**src/rtl/stepper_pkg.sv**
```systemverilog
// Shared definitions for the step/dir motion sequencer: FSM state encoding
// and default timing constants for a 50 MHz clock.
package stepper_pkg;

    typedef enum logic [2:0] {
        IDLE     = 3'd0,
        SETUP    = 3'd1,
        PULSE_HI = 3'd2,
        PULSE_LO = 3'd3,
        DONE     = 3'd4
    } state_t;

    localparam int DEF_START_PER = 250000;  // 200 Hz start/stop rate
    localparam int DEF_ACCEL     = 1000;
    localparam int DEF_PULSE_CYC = 250;     // 5 us step pulse
    localparam int DEF_DIR_SETUP = 100;     // 2 us dir/enable setup

endpackage

```
**src/rtl/stepper_ramp_gen.sv**
```systemverilog
// Trapezoidal ramp state: current step period and ramp depth, updated once
// per step on a strobe using the number of steps still to be issued.
module stepper_ramp_gen
    import stepper_pkg::*;
#(
    parameter int STEP_W    = 16,
    parameter int PER_W     = 20,
    parameter int START_PER = DEF_START_PER,
    parameter int ACCEL     = DEF_ACCEL
) (
    input  logic              clk,
    input  logic              rst_n,
    input  logic              load_i,
    input  logic              step_i,
    input  logic [STEP_W-1:0] remaining_i,
    input  logic [PER_W-1:0]  min_eff_i,
    output logic [PER_W-1:0]  cur_per_o
);

    localparam logic [PER_W:0] START_W = (PER_W+1)'(START_PER);
    localparam logic [PER_W:0] ACCEL_W = (PER_W+1)'(ACCEL);

    logic [PER_W-1:0]  cur_per_q,  cur_per_d;
    logic [STEP_W-1:0] ramp_cnt_q, ramp_cnt_d;
    logic [PER_W:0]    per_up;
    logic [PER_W:0]    per_floor;

    // One extra bit so neither sum can wrap before the comparison.
    assign per_up    = {1'b0, cur_per_q} + ACCEL_W;
    assign per_floor = {1'b0, min_eff_i} + ACCEL_W;

    always_comb begin
        cur_per_d  = cur_per_q;
        ramp_cnt_d = ramp_cnt_q;
        if ((remaining_i <= ramp_cnt_q) && (ramp_cnt_q != '0)) begin
            cur_per_d  = (per_up > START_W) ? START_W[PER_W-1:0] : per_up[PER_W-1:0];
            ramp_cnt_d = ramp_cnt_q - STEP_W'(1);
        end else if ((remaining_i > ramp_cnt_q) && ({1'b0, cur_per_q} >= per_floor)) begin
            cur_per_d  = cur_per_q - ACCEL_W[PER_W-1:0];
            ramp_cnt_d = ramp_cnt_q + STEP_W'(1);
        end
    end

    always_ff @(posedge clk or negedge rst_n) begin
        if (!rst_n) begin
            cur_per_q  <= '0;
            ramp_cnt_q <= '0;
        end else if (load_i) begin
            cur_per_q  <= START_W[PER_W-1:0];
            ramp_cnt_q <= '0;
        end else if (step_i) begin
            cur_per_q  <= cur_per_d;
            ramp_cnt_q <= ramp_cnt_d;
        end
    end

    assign cur_per_o = cur_per_q;

endmodule

```
**src/rtl/stepper_move_ctrl.sv**
```systemverilog
// Counted, ramped, abortable stepper move sequencer driving step/dir/enable
// with direction setup time and fixed step pulse width.
module stepper_move_ctrl
    import stepper_pkg::*;
#(
    parameter int STEP_W    = 16,
    parameter int PER_W     = 20,
    parameter int START_PER = DEF_START_PER,
    parameter int ACCEL     = DEF_ACCEL,
    parameter int PULSE_CYC = DEF_PULSE_CYC,
    parameter int DIR_SETUP = DEF_DIR_SETUP,
    parameter bit HOLD_EN   = 1'b1
) (
    input  logic              clk,
    input  logic              rst_n,
    input  logic              cmd_valid,
    output logic              cmd_ready,
    input  logic              cmd_dir,
    input  logic [STEP_W-1:0] cmd_steps,
    input  logic [PER_W-1:0]  cmd_min_per,
    input  logic              abort,
    output logic              motor_en,
    output logic              motor_dir,
    output logic              motor_step,
    output logic              busy,
    output logic              done,
    output logic [STEP_W-1:0] steps_done
);

    localparam logic [PER_W-1:0] PER_LO   = PER_W'(2 * PULSE_CYC);
    localparam logic [PER_W-1:0] PER_HI   = PER_W'(START_PER);
    localparam logic [PER_W-1:0] SETUP_LD = PER_W'(DIR_SETUP - 1);
    localparam logic [PER_W-1:0] HI_LD    = PER_W'(PULSE_CYC - 1);
    localparam logic [PER_W-1:0] LO_OFS   = PER_W'(PULSE_CYC + 1);

    state_t            state_q;
    logic [PER_W-1:0]  cnt_q;
    logic [STEP_W-1:0] steps_q;
    logic [STEP_W-1:0] steps_done_q;
    logic [PER_W-1:0]  min_eff_q, min_eff_d;
    logic              abort_q;
    logic              cmd_ready_q, busy_q, done_q;
    logic              motor_en_q, motor_dir_q, motor_step_q;

    logic              accept;
    logic              enter_hi;
    logic              ramp_step;
    logic [STEP_W-1:0] remaining_after;
    logic [PER_W-1:0]  cur_per;

    always_comb begin
        min_eff_d = cmd_min_per;
        if (cmd_min_per < PER_LO) begin
            min_eff_d = PER_LO;
        end else if (cmd_min_per > PER_HI) begin
            min_eff_d = PER_HI;
        end
    end

    assign accept = (state_q == IDLE) && cmd_valid;

    // The ramp is stepped as each pulse starts, so by the end of the high
    // phase cur_per already holds the period for the coming interval.
    assign enter_hi        = ((state_q == SETUP) || (state_q == PULSE_LO)) && !abort && (cnt_q == '0);
    assign remaining_after = steps_q - steps_done_q - STEP_W'(1);
    assign ramp_step       = enter_hi && (remaining_after != '0);

    stepper_ramp_gen #(
        .STEP_W    (STEP_W),
        .PER_W     (PER_W),
        .START_PER (START_PER),
        .ACCEL     (ACCEL)
    ) u_ramp (
        .clk         (clk),
        .rst_n       (rst_n),
        .load_i      (accept),
        .step_i      (ramp_step),
        .remaining_i (remaining_after),
        .min_eff_i   (min_eff_q),
        .cur_per_o   (cur_per)
    );

    always_ff @(posedge clk or negedge rst_n) begin
        if (!rst_n) begin
            state_q      <= IDLE;
            cnt_q        <= '0;
            steps_q      <= '0;
            steps_done_q <= '0;
            min_eff_q    <= '0;
            abort_q      <= 1'b0;
            cmd_ready_q  <= 1'b1;
            busy_q       <= 1'b0;
            done_q       <= 1'b0;
            motor_en_q   <= 1'b0;
            motor_dir_q  <= 1'b0;
            motor_step_q <= 1'b0;
        end else begin
            done_q <= 1'b0;
            case (state_q)
                IDLE: begin
                    if (cmd_valid) begin
                        steps_q      <= cmd_steps;
                        min_eff_q    <= min_eff_d;
                        steps_done_q <= '0;
                        abort_q      <= 1'b0;
                        cmd_ready_q  <= 1'b0;
                        busy_q       <= 1'b1;
                        if (cmd_steps == '0) begin
                            state_q <= DONE;
                            done_q  <= 1'b1;
                        end else begin
                            state_q     <= SETUP;
                            motor_dir_q <= cmd_dir;
                            motor_en_q  <= 1'b1;
                            cnt_q       <= SETUP_LD;
                        end
                    end
                end
                SETUP, PULSE_LO: begin
                    if (abort) begin
                        state_q <= DONE;
                        done_q  <= 1'b1;
                    end else if (cnt_q == '0) begin
                        state_q      <= PULSE_HI;
                        motor_step_q <= 1'b1;
                        steps_done_q <= steps_done_q + STEP_W'(1);
                        cnt_q        <= HI_LD;
                    end else begin
                        cnt_q <= cnt_q - PER_W'(1);
                    end
                end
                PULSE_HI: begin
                    // An abort here is remembered so the pulse keeps full width.
                    if (abort) begin
                        abort_q <= 1'b1;
                    end
                    if (cnt_q == '0) begin
                        motor_step_q <= 1'b0;
                        if ((steps_done_q == steps_q) || abort || abort_q) begin
                            state_q <= DONE;
                            done_q  <= 1'b1;
                        end else begin
                            state_q <= PULSE_LO;
                            cnt_q   <= cur_per - LO_OFS;
                        end
                    end else begin
                        cnt_q <= cnt_q - PER_W'(1);
                    end
                end
                DONE: begin
                    state_q     <= IDLE;
                    cmd_ready_q <= 1'b1;
                    busy_q      <= 1'b0;
                    motor_en_q  <= motor_en_q & HOLD_EN;
                end
                default: begin
                    state_q      <= IDLE;
                    cmd_ready_q  <= 1'b1;
                    busy_q       <= 1'b0;
                    motor_step_q <= 1'b0;
                end
            endcase
        end
    end

    assign cmd_ready  = cmd_ready_q;
    assign busy       = busy_q;
    assign done       = done_q;
    assign motor_en   = motor_en_q;
    assign motor_dir  = motor_dir_q;
    assign motor_step = motor_step_q;
    assign steps_done = steps_done_q;

endmodule

```
**config.mk**
```make
export PLATFORM = sky130hd
export DESIGN_NAME = stepper_move_ctrl
export DESIGN_NICKNAME = d
export VERILOG_FILES = /design/src/rtl/stepper_pkg.sv /design/src/rtl/stepper_ramp_gen.sv /design/src/rtl/stepper_move_ctrl.sv
export SDC_FILE = /design/constraint.sdc
export NUM_CORES = 1
export LEC_CHECK = 0
export CORE_ASPECT_RATIO = 1.5
export CORE_MARGIN = 4
export CORE_UTILIZATION = 25
export DETAILED_ROUTE_END_ITERATION = 10
export PLACE_DENSITY = 0.45
export SYNTH_ARGS = -nofsm -noshare
export SYNTH_HDL_FRONTEND = slang
export SYNTH_HIERARCHICAL = 1
export SYNTH_SLANG_ARGS = --single-unit
```
**constraint.sdc**
```tcl
create_clock -name clk -period 8.8 [get_ports clk]
set_input_delay 1.76 -clock clk [delete_from_list [all_inputs] [get_ports clk]]
set_output_delay 1.76 -clock clk [all_outputs]
set_load 0.005 [all_outputs]
```
# Yosys cells after proc, flatten, opt, wreduce, memory -nomap -nowiden
# Index checks and enable logic that the tools add are counted.
# totals
ff_bits,118
elab_cells,123
output_inout_bits,22
# op_classes
reduce_logical,32
n_lt_le_gt_ge,6
n_mux,45
add_sub_neg,10
n_eq_ne,13
bitwise_logic,3
# op_table
operator,count
$mux W20,13
$mux W16,7
$pmux W20 S3,1
$add A20 B10 Y21 const B,2
$add A16 B1 Y16 const B,2
$pmux W16 S2,1
$reduce_bool A16 Y1,2
$sub A16 B1 Y16 const B,2
$ge A20 B21 Y1,1
$gt A21 B18 Y1 const B,1
$gt A20 B18 Y1 const B,1
$logic_not A20 Y1,1
$lt A20 B9 Y1 const B,1
$sub A20 B1 Y20 const B,1
$sub A20 B10 Y20 const B,1
$sub A20 B8 Y20 const B,1
$mux W3,6
$eq A16 B16 Y1,1
$gt A16 B16 Y1,1
$le A16 B16 Y1,1
$logic_not A16 Y1,1
$sub A16 B16 Y16,1
$ne A2 B2 Y1 const B,6
$mux W1,11
other kinds (20),43

# Depth between registers and ports, before layout
# Gate-level depths: netlist (run 1).
# depth
depth_word,8
ltp_mapped,27
mapped_depth_nobuf,24

# Hierarchy
# The synthesis (run 1) kept the hierarchy.
# by_module_without_submodules
mod,instances,area_each_um2,seq_area_each_um2,cells_per_inst
stepper_move_ctrl,1,5278.8,2053.2,624
stepper_ramp_gen,1,4119.0,825.8,529

# Least setup slack after synthesis (run 1)
# No wires, ideal clock.
# synth_path
kind,register -> register
start,reg steps_done_q[0] (netlist: steps_done[0])
end,reg u_ramp.ramp_cnt_q[14]
setup_slack_ns,2.434
period_less_slack_ns,6.366
setup_ns,0.110
stages_incl_launch_ff,27
t_arrival_ns,6.256
path_buffers,3
cell_sequence,dfrtp_1 -> inv_1 -> ha_1 -> fa_1 -> a211oi_1 -> o21ai_1 -> a21oi_1 -> o41ai_1 -> a21oi_1 -> xor2_1 -> inv_1 -> ha_1 -> a21o_1 -> a21oi_1 -> o211ai_1 -> o31ai_1 -> clkbuf_1 -> clkbuf_1 -> buf_2 -> ha_1 -> a211o_1 -> o221a_2 -> o41ai_1 -> o21ai_0 -> o21a_1 -> o21a_1 -> o41ai_1
# synth_between
elab_chain_cells,7
elab_cells_between_ends,14
classes_between,add/sub: 2; order compare: 2; mux: 3; reduce/logical: 7
# synth_rtl
element,line,source
start: declaration,stepper_move_ctrl.sv:39,logic [STEP_W-1:0] steps_done_q;
start signal: assignment,stepper_move_ctrl.sv:126,steps_done_q <= steps_done_q + STEP_W'(1);
$sub A16 B16 Y16 *,stepper_move_ctrl.sv:65,assign remaining_after = steps_q - steps_done_q - STEP_W'(1);
$sub A16 B1 Y16 *,stepper_move_ctrl.sv:65,
via remaining_after[14],stepper_move_ctrl.sv:48,logic [STEP_W-1:0] remaining_after;
$le A16 B16 Y1,stepper_ramp_gen.sv:35,if ((remaining_i <= ramp_cnt_q) && (ramp_cnt_q != '0)) begin
$logic_and A1 B1 Y1,stepper_ramp_gen.sv:35,
$mux W16,stepper_ramp_gen.sv:35,
$mux W16,stepper_ramp_gen.sv:51,end else if (step_i) begin
$mux W16,stepper_ramp_gen.sv:48,end else if (load_i) begin
end signal: assignment,stepper_ramp_gen.sv:53,ramp_cnt_q <= ramp_cnt_d;
end: declaration,stepper_ramp_gen.sv:24,"logic [STEP_W-1:0] ramp_cnt_q, ramp_cnt_d;"
# The timed path passes the listed nets; every way through them passes the cells marked *. The select of a mux whose other input is x is not followed.
# A chain may end at the register's enable or synchronous reset.

# Worst setup path in the final report (run 1)
# Same ends and word-level chain as after synthesis.

==> results.json, run 1 <==
{
  "placementRows": 86,
  "vdd.ir_drop.worst_v": 0.000141,
  "cts.sinks": 115,
  "crit_top_cell": "a21oi_1",
  "synth_common_cells": "nand2_1 (132), dfrtp_1 (114), nor2_1 (112)",
  "die_y_um": 245,
  "seq_area_frac_synth_pct": 30.6,
  "start_util_pct": 25.5,
  "p_leak_nw": 4.57,
  "status": "completed",
  "slowest_delay_ns": 0.53,
  "grt_overflow": 0,
  "viasPerCell": 5.09,
  "crit_start": "steps_done[0]",
  "rsz0062_at_grt": "no",
  "cts_tree": "built",
  "tightest_slew_ns": 1.13,
  "hold_path_class": "flop to flop",
  "slew_headroom_pct": 23.5,
  "port_buffers": 62,
  "grt_pass1_wl_mm": 46.5,
  "pin_count": 63,
  "hold_viol": 0,
  "dr.pass1.iters": 7,
  "clk_pin_slew_ns": 0.07,
  "fmax_ghz": 0.151,
  "ys.flop_type": "dfrtp_1",
  "period_share_pct": 75.1,
  "post_cts_buffers": 0,
  "wirelength_mm": 29.1,
  "grt_usage_pct": 14.2,
  "powerDensity_mw_per_mm2": 204,
  "synth_cell_types": 88,
  "antenna_left": 0,
  "fin_util_pct": 29.9,
  "critical_path.startpoint_type": "flop",
  "remaining_drc_errors": 0,
  "syn_inst": 1153,
  "grt_max_degree": 65,
  "ys_warn_count": 6,
  "hold_slack_ns": 0.471,
  "drtIter0Drc": 479,
  "vias": 8599,
  "worstSetupPathType": "flop to flop",
  "worst_path_max_delay_cell": "buf_4",
  "clk_latency_ns": 0.45,
  "fill_cells": 3943,
  "areaGrowthSynthToFinish_pct": 17.6,
  "syn_area_mm2": 0.00940,
  "synth_top_cells_by_area": "dfrtp_1 (30%), ha_1 (9.5%), nand2_1 (5.3%), nor2_1 (4.5%), xnor2_1 (4.4%)",
  "synth-edff-count": 0,
  "cp_max_fo": 54,
  "wl_per_cell_um": 17.2,
  "period_needed_ns": 6.60,
  "skew_ns": 0.0180,
  "antenna_cells": 0,
  "setup_tns_ns": 0,
  "setup_viol": 0,
  "hp-start": "motor_en",
  "synth_top_area_share_pct": 30.4,
  "cts_max_path_buffers": 2,
  "worst_ep_required_time_ns": 9.13,
  "reg2reg_from": "steps_done[0]",
  "ys_ff_latch": 115,
  "place_hpwl_mm": 21.7,
  "arrival_ns": 6.93,
  "cts_resized": 0,
  "gp_congestion": 0.801,
  "die-width_um": 166,
  "power_mw": 2.26,
  "core_mm2": 0.0369,
  "drv_slew": 0,
  "syn_area_per_cell_um2": 8.15,
  "die-area_mm2": 0.0408,
  "synth_top_cell_by_area": "dfrtp_1",
  "nets": 1307,
  "cts_hold_buf": 0,
  "synthArstFlopShare_pct": 100,
  "cap_violations": 0,
  "antenna_found_initial": 0,
  "synth.most_common_cell": "nand2_1",
  "root_buffer": "clkbuf_16",
  "cts_max_level": 4,
  "drive_gt1_share_pct": 6.38,
  "grt_pass1_vias": 8663,
  "critPathCaptureType": "flop",
  "cts_made_buffers": 17
}
==> worst max-delay path, delay by kind of cell, from the launching register on <==
kind | cells | cell delay, ns
DFF | 1 | 0.44
xor gates and xnor gates | 1 | 0.22
adders and majority gates | 4 | 1.33
and+or+nand+nor | 3 | 0.69
buffers and inverters | 3 | 0.67
AOI/OAI and AO/OA | 14 | 3.10
==> cell families after synthesis <==
family | share of synthesized area (%)
AO/OA/AOI/OAI | 21.2
XOR/XNOR | 6.62
adder cells (fa/ha/maj) | 9.88
buffers and inverters | 5.31
flip-flops | 30.6
multiplexers | 1.44
other | 0.0399
AND/OR/NAND/NOR | 24.9
==> layout by cell type, fill, tap and decap left out, types with 5 or more instances in the layout <==
master,netlist,final
a211oi_1,13,13
o31ai_1,7,6
nand3_1,31,31
clkbuf_16,0,17
and3_1,13,13
o21ai_1,35,35
or4_1,8,8
a22oi_1,11,11
clkdlybuf4s50_1,0,61
or3_1,19,19
nor4_1,24,24
nor2b_1,12,12
clkinv_4,0,5
nand2_1,132,132
o21a_1,8,8
xor2_1,24,24
a22o_1,10,10
nand2b_1,6,6
a21oi_1,82,81
buf_4,5,8
nor3_1,41,41
nor3b_1,5,5
mux2i_1,9,9
or2_2,6,6
o21ai_0,44,44
o41ai_1,6,6
nor2_1,112,112
xnor2_1,47,47
a32oi_1,9,9
a21o_1,17,17
o211ai_1,8,8
inv_1,60,60
nand4_1,24,24
a31oi_1,10,10
ha_1,71,71
dfrtp_1,114,114
nand3b_1,7,7
==> layout make-up <==
class	instances	area (um^2)	share of cell area, %
Multi-Input combinational cell	928	6040	54.7
Sequential cell	115	2880	26.1
Timing Repair Buffer	69	671	6.07
Tap cell	484	606	5.48
Clock buffer	18	439	3.97
Inverter	62	233	2.11
Clock inverter	14	179	1.62
==> sequential cells by signal, indices dropped and copies added, names as in the netlist <==
signal	count
steps_q	16
motor_dir	1
state_q	3
cnt_q	20
abort_q	1
u_ramp/cur_per_o	17
min_eff_q	20
done	1
busy	1
u_ramp/ramp_cnt_q	16
motor_en	1
cmd_ready	1
motor_step	1
steps_done	16
==> power breakdown <==
| group | switching (mW) | internal [mW] |
|---|---|---|
| clock network | 0.282 | 0.455 |
| registers | 0.0822 | 0.595 |
| logic | 0.488 | 0.357 |
| total | 0.852 | 1.41 |
==> stage by stage <==
step,instance area (um^2),cells,worst slack [ns]
2_1_floorplan,9410,1155,2.43
3_3_place_gp,10400,1658,2.38
3_5_place_dp,10400,1658,2.29
4_1_cts,11100,1690,2.22
5_1_grt,11100,1690,1.71
6_report,11100,1690,2.20
==> worst paths after layout <==
kind	end	slack, ns	cells past startpoint
worst max register to register	u_ramp/ramp_cnt_q[14]	2.20	25
worst min-delay path	motor_en	0.47	1
min in group asynchronous	steps_done[9]	1.43	1
worst max-delay path	u_ramp/ramp_cnt_q[14]	2.20	25
max in group asynchronous	steps_q[13]	6.02	2
worst min register to register	motor_en	0.47	1
==> per-layer routing <==
metal  vias up  GRT usage (%)  routed length [um]
met4         0           5.44                 821
li1       4275              -                   -
met2       142           28.0               16300
met1      4135           14.9               11300
met3        47           2.36                 730
met5         -              0                   0
(Power assumes the default switching activity.)
==> run 2, diff against run 1 <==
--- a/config.mk
+++ b/config.mk
@@ -9,7 +9,7 @@
 export CORE_MARGIN = 4
 export CORE_UTILIZATION = 25
 export DETAILED_ROUTE_END_ITERATION = 10
-export PLACE_DENSITY = 0.45
+export PLACE_DENSITY = 0.47
 export SYNTH_ARGS = -nofsm -noshare
 export SYNTH_HDL_FRONTEND = slang
 export SYNTH_HIERARCHICAL = 1
==> constraint.sdc (replaced) <==
create_clock -name clk -period 5.74 [get_ports clk]
set_input_delay 1.148 -clock clk [delete_from_list [all_inputs] [get_ports clk]]
set_output_delay 1.148 -clock clk [all_outputs]
set_load 0.005 [all_outputs]
==> results.json, run 2 (synthesis results as in run 1) <==
{
  "hold_viol": 0,
  "hold_path_class": "flop to flop",
  "layout_common_cells": "nand2_1 (132), dfrtp_1 (114), nor2_1 (111), a21oi_1 (78), ha_1 (66)",
  "vias": 8735,
  "cts_max_path_buffers": 2,
  "crit_start": "steps_q[0]",
  "root_buffer": "clkbuf_16",
  "cap_violations": 0,
  "period_share_pct": 95.3,
  "status": "completed",
  "fmax_ghz": 0.183,
  "cp.buffers_inverters": 3,
  "cp_top_family": "compound AO/OA/AOI/OAI gates",
  "antenna_left": 0,
  "cts_hold_buf": 0,
  "grt_pass1_wl_mm": 47.8,
  "worstSetupPathType": "flop to flop",
  "critical_path.startpoint_type": "flop",
  "cts_made_buffers": 17,
  "grt_overflow": 0,
  "viasPerCell": 5.10,
  "clk_pin_slew_ns": 0.06,
  "grt_pass1_vias": 8941,
  "worst_ep_required_time_ns": 6.07,
  "path_cells": "ha_2 > fa_2 > a211oi_2 > o21ai_1 > a21oi_2 > o41ai_2 > a21oi_1 > xor2_1 > inv_1 > ha_4 > nand4_1 > or2_1 > a211oi_2 > buf_4 > o31ai_4 > buf_6 > ha_1 > a211o_1 > o221a_2 > o41ai_4 > o21ai_1 > o21a_1 > o21a_1 > o41ai_2",
  "start_util_pct": 25.5,
  "cts_max_level": 4,
  "port_buffers": 62,
  "critPathCaptureType": "flop",
  "placedInstanceArea_mm2": 0.0106,
  "areaGrowthSynthToFinish_pct": 21.2,
  "die-area_mm2": 0.0408,
  "remaining_drc_errors": 0,
  "grt_usage_pct": 14.5,
  "dr.pass1.iters": 5,
  "place_ws_ns": -0.00647,
  "post-route-cell-area_mm2": 0.0114,
  "placementRows": 86,
  "hp-start": "motor_en",
  "slowest_delay_ns": 0.42,
  "grt_max_degree": 59,
  "wirelength_mm": 29.5,
  "drv_slew": 0,
  "worst_path_max_delay_cell": "fa_2",
  "cts_tree": "built",
  "slew_headroom_pct": 30.7,
  "fin_util_pct": 30.9,
  "antenna_found_initial": 0,
  "core_mm2": 0.0369,
  "fill_cells": 3858,
  "worst_slack_ns": 0.268,
  "powerDensity_mw_per_mm2": 322,
  "clk_latency_ns": 0.44,
  "gp_congestion": 0.840,
  "cts.sinks": 115,
  "die-width_um": 166,
  "tightest_slew_ns": 1.03,
  "reg2reg_setup_slack_ns": 0.27,
  "wl_per_cell_um": 17.2,
  "cp_max_fo": 6,
  "layout_commonest_cell": "nand2_1",
  "p_leak_nw": 4.74,
  "nets": 1330,
  "reg2reg_from": "steps_q[0]",
  "pin_count": 63,
  "arrival_ns": 5.80,
  "drive_gt1_share_pct": 9.52,
  "drtIter0Drc": 450,
  "period_needed_ns": 5.47,
  "antenna_cells": 0,
  "skew_ns": 0.00915,
  "vdd.ir_drop.worst_v": 0.000190,
  "die_y_um": 245,
  "hold_slack_ns": 0.475,
  "setup_viol": 0,
  "place_hpwl_mm": 22.0
}
[run 2: changes by cell type in the layout (fill, tap and decap cells not counted), moves of 3 or more]
cell,change
a21oi_1,-3
clkbuf_1,+3
ha_2,+4
o41ai_1,-3
clkinv_4,-4
a211oi_1,-3
ha_1,-5
a211oi_2,+3
a21oi_2,+3
buf_4,+20
[run 2: power breakdown]
group / internal [mW] / switching [mW]
Sequential: 0.912 / 0.130
Clock: 0.803 / 0.402
Combinational: 0.611 / 0.804
Total: 2.33 / 1.34
[run 2: routing by layer]
metal / up-vias / routed length [um] / GRT usage [%]
met5: - / 0 / 0
met3: 50 / 622 / 2.12
met1: 4225 / 11400 / 15.3
li1: 4321 / - / -
met4: 0 / 918 / 6.38
met2: 139 / 16600 / 28.1
[run 2: cell type report]
class | instances | area (um^2) | share of cell area, %
clock buffers | 23 | 478 | 4.19
clock inverters | 9 | 176 | 1.55
inverters | 62 | 233 | 2.04
multi-input cells | 928 | 6160 | 54.1
flip-flops and latches | 115 | 2880 | 25.3
well taps | 484 | 606 | 5.31
repair buffers | 92 | 863 | 7.58
[run 2: path summary, 6_finish.rpt]
| check | end | cells past startpoint |
|---|---|---|
| setup / recovery | u_ramp/ramp_cnt_q[14] | 24 |
| hold / removal | motor_en | 1 |
| setup reg to reg | u_ramp/ramp_cnt_q[14] | 24 |
| hold reg to reg | motor_en | 1 |
| max in group asynchronous | u_ramp/cur_per_o[15] | 2 |
| min in group asynchronous | steps_q[9] | 1 |
[run 2: repair_timing]
item                       CTS  global route
pin swaps                    0            14
buffers inserted             0             4
setup endpoints to repair    1            12
gates cloned                 0             0
gates resized for setup      1            24
[run 2: per-stage QoR]
step | cells | TNS [ns] | total power [mW]
floorplan | 1155 | 0 | 1.99
global placement | 1677 | 0 | 2.39
detailed placement | 1677 | -0.00647 | 2.39
CTS | 1709 | 0 | 3.62
global route | 1713 | -0.0300 | 3.94
finish | 1713 | 0 | 3.66
==> run 3, diff against run 2 <==
--- a/config.mk
+++ b/config.mk
@@ -8,8 +8,10 @@
 export CORE_ASPECT_RATIO = 1.5
 export CORE_MARGIN = 4
 export CORE_UTILIZATION = 25
+export CTS_BUF_LIST = sky130_fd_sc_hd__clkbuf_16
 export DETAILED_ROUTE_END_ITERATION = 10
 export PLACE_DENSITY = 0.47
+export RECOVER_POWER = 50
 export SYNTH_ARGS = -nofsm -noshare
 export SYNTH_HDL_FRONTEND = slang
 export SYNTH_HIERARCHICAL = 1
==> results.json, run 3 (synthesis results as in run 1) <==
{
  "pin_count": 63,
  "reg2reg_setup_slack_ns": 0.27,
  "cp_top_family": "compound AO/OA/AOI/OAI gates",
  "path_cells": "ha_2 > fa_2 > a211oi_2 > o21ai_1 > a21oi_2 > o41ai_2 > a21oi_1 > xor2_1 > inv_1 > ha_4 > nand4_1 > or2_1 > a211oi_2 > buf_4 > o31ai_4 > buf_6 > ha_1 > a211o_1 > o221a_2 > o41ai_4 > o21ai_1 > o21a_1 > o21a_1 > o41ai_2",
  "vdd.ir_drop.worst_v": 0.000190,
  "crit_cells": 24,
  "reg2reg_from": "steps_q[0]",
  "critical_path.startpoint_type": "flop",
  "violations": "max-capacitance violations, max-slew violations",
  "antenna_cells": 0,
  "vias": 8761,
  "place_hpwl_mm": 22.0,
  "clk_latency_ns": 0.44,
  "fill_cells": 3867,
  "grt_usage_pct": 14.5,
  "hold_slack_ns": 0.475,
  "setup_viol": 0,
  "tightest_slew_ns": 2.22,
  "status": "finished with violations",
  "antenna_found_initial": 0,
  "drv_slew": 103,
  "worstRegToRegCells": 24,
  "nets": 1330,
  "wl_per_cell_um": 17.3,
  "hold_depth": 1,
  "die-width_um": 166,
  "clk_pin_slew_ns": 0.06,
  "grt_pass1_wl_mm": 47.8,
  "cts_made_buffers": 17,
  "layout_common_cells": "nand2_1 (132), dfrtp_1 (114), nor2_1 (111), a21oi_1 (78), ha_1 (66)",
  "place_ws_ns": -0.00647,
  "skew_ns": 0.00868,
  "hold_viol": 0,
  "worst_path_max_delay_cell": "fa_2",
  "p_leak_nw": 4.72,
  "gp_congestion": 0.840,
  "die_y_um": 245,
  "fmax_ghz": 0.183,
  "grt_pass1_vias": 8935,
  "cp.buffers_inverters": 3,
  "arrival_ns": 5.80,
  "cts_max_path_buffers": 2,
  "port_buffers": 62,
  "worstSetupPathType": "flop to flop",
  "slew_headroom_pct": -47.8,
  "hp-start": "motor_en",
  "root_buffer": "clkbuf_16",
  "layout_commonest_cell": "nand2_1",
  "worst_ep_required_time_ns": 6.07,
  "cap_violations": 3,
  "die-area_mm2": 0.0408,
  "power_mw": 3.62,
  "drtIter0Drc": 527,
  "period_needed_ns": 5.47,
  "areaGrowthSynthToFinish_pct": 20.7,
  "powerDensity_mw_per_mm2": 319,
  "start_util_pct": 25.5,
  "cts.sinks": 115,
  "drive_gt1_share_pct": 8.87,
  "grt_overflow": 0,
  "crit_start": "steps_q[0]",
  "period_share_pct": 95.3,
  "remaining_drc_errors": 0,
  "critPathCaptureType": "flop",
  "dr.pass1.iters": 4,
  "cts_hold_buf": 0,
  "antenna_left": 0,
  "cts_tree": "built",
  "wirelength_mm": 29.6,
  "core_mm2": 0.0369,
  "hold_path_class": "flop to flop",
  "viasPerCell": 5.11,
  "slowest_delay_ns": 0.42,
  "placementRows": 86,
  "setup_tns_ns": 0,
  "cp_max_fo": 6,
  "cts_max_level": 4,
  "grt_max_degree": 59,
  "worst_slack_ns": 0.268
}
run 3: changes by cell type in the layout (fill, tap and decap cells not counted):
cell | before | now
inv_1 | 60 | 64
clkdlybuf4s50_1 | 61 | 60
clkbuf_2 | 0 | 1
nor3_1 | 41 | 42
buf_4 | 28 | 24
clkinv_1 | 1 | 4
clkbuf_8 | 3 | 0
inv_2 | 1 | 0
dlygate4sd3_1 | 0 | 1
nor3_4 | 1 | 0
run 3: repair_timing:
| action | 4_1_cts | 5_1_grt |
|---|---|---|
| setup endpoints to repair | 1 | 12 |
| cloned | 0 | 0 |
| buffers inserted | 0 | 4 |
| resized for setup | 1 | 24 |
| pin swaps | 0 | 14 |
run 3: layout make-up:
cell class | instances | area (um^2) | area share [%]
Clock buffer | 17 | 425 | 3.75
Clock inverter | 15 | 199 | 1.75
Inverter | 62 | 233 | 2.05
Multi-Input combinational cell | 928 | 6150 | 54.2
Sequential cell | 115 | 2880 | 25.4
Tap cell | 484 | 606 | 5.34
Timing Repair Buffer | 92 | 850 | 7.49
run 3: path summary, 6_finish.rpt:
kind / end
worst max-delay path: u_ramp/ramp_cnt_q[14]
worst min-delay path: motor_en
worst max register to register: u_ramp/ramp_cnt_q[14]
worst min register to register: motor_en
max in group asynchronous: min_eff_q[14]
min in group asynchronous: steps_q[9]
run 3: per-layer routing:
metal  vias to the layer above  track usage (%)  part of all wire [%]
li1                       4318                -                     -
met3                        49             2.12                   2.0
met2                       134             28.1                    56
met1                      4260             15.3                    39
met4                         0             6.38                   3.1
met5                         -                0                     0
run 3: power by group:
part | switching (mW) | internal (mW)
logic | 0.805 | 0.610
clock network | 0.404 | 0.758
registers | 0.131 | 0.912
run 3: stage by stage:
step / instance area, um^2 / util (%) / std cells
after floorplan: 9430 / - / 1155
after global placement: 10600 / 28.7 / 1677
after detailed placement: 10600 / 28.7 / 1677
after CTS: 11200 / 30.4 / 1709
after global routing: 11300 / 30.7 / 1713
final: 11300 / 30.7 / 1713
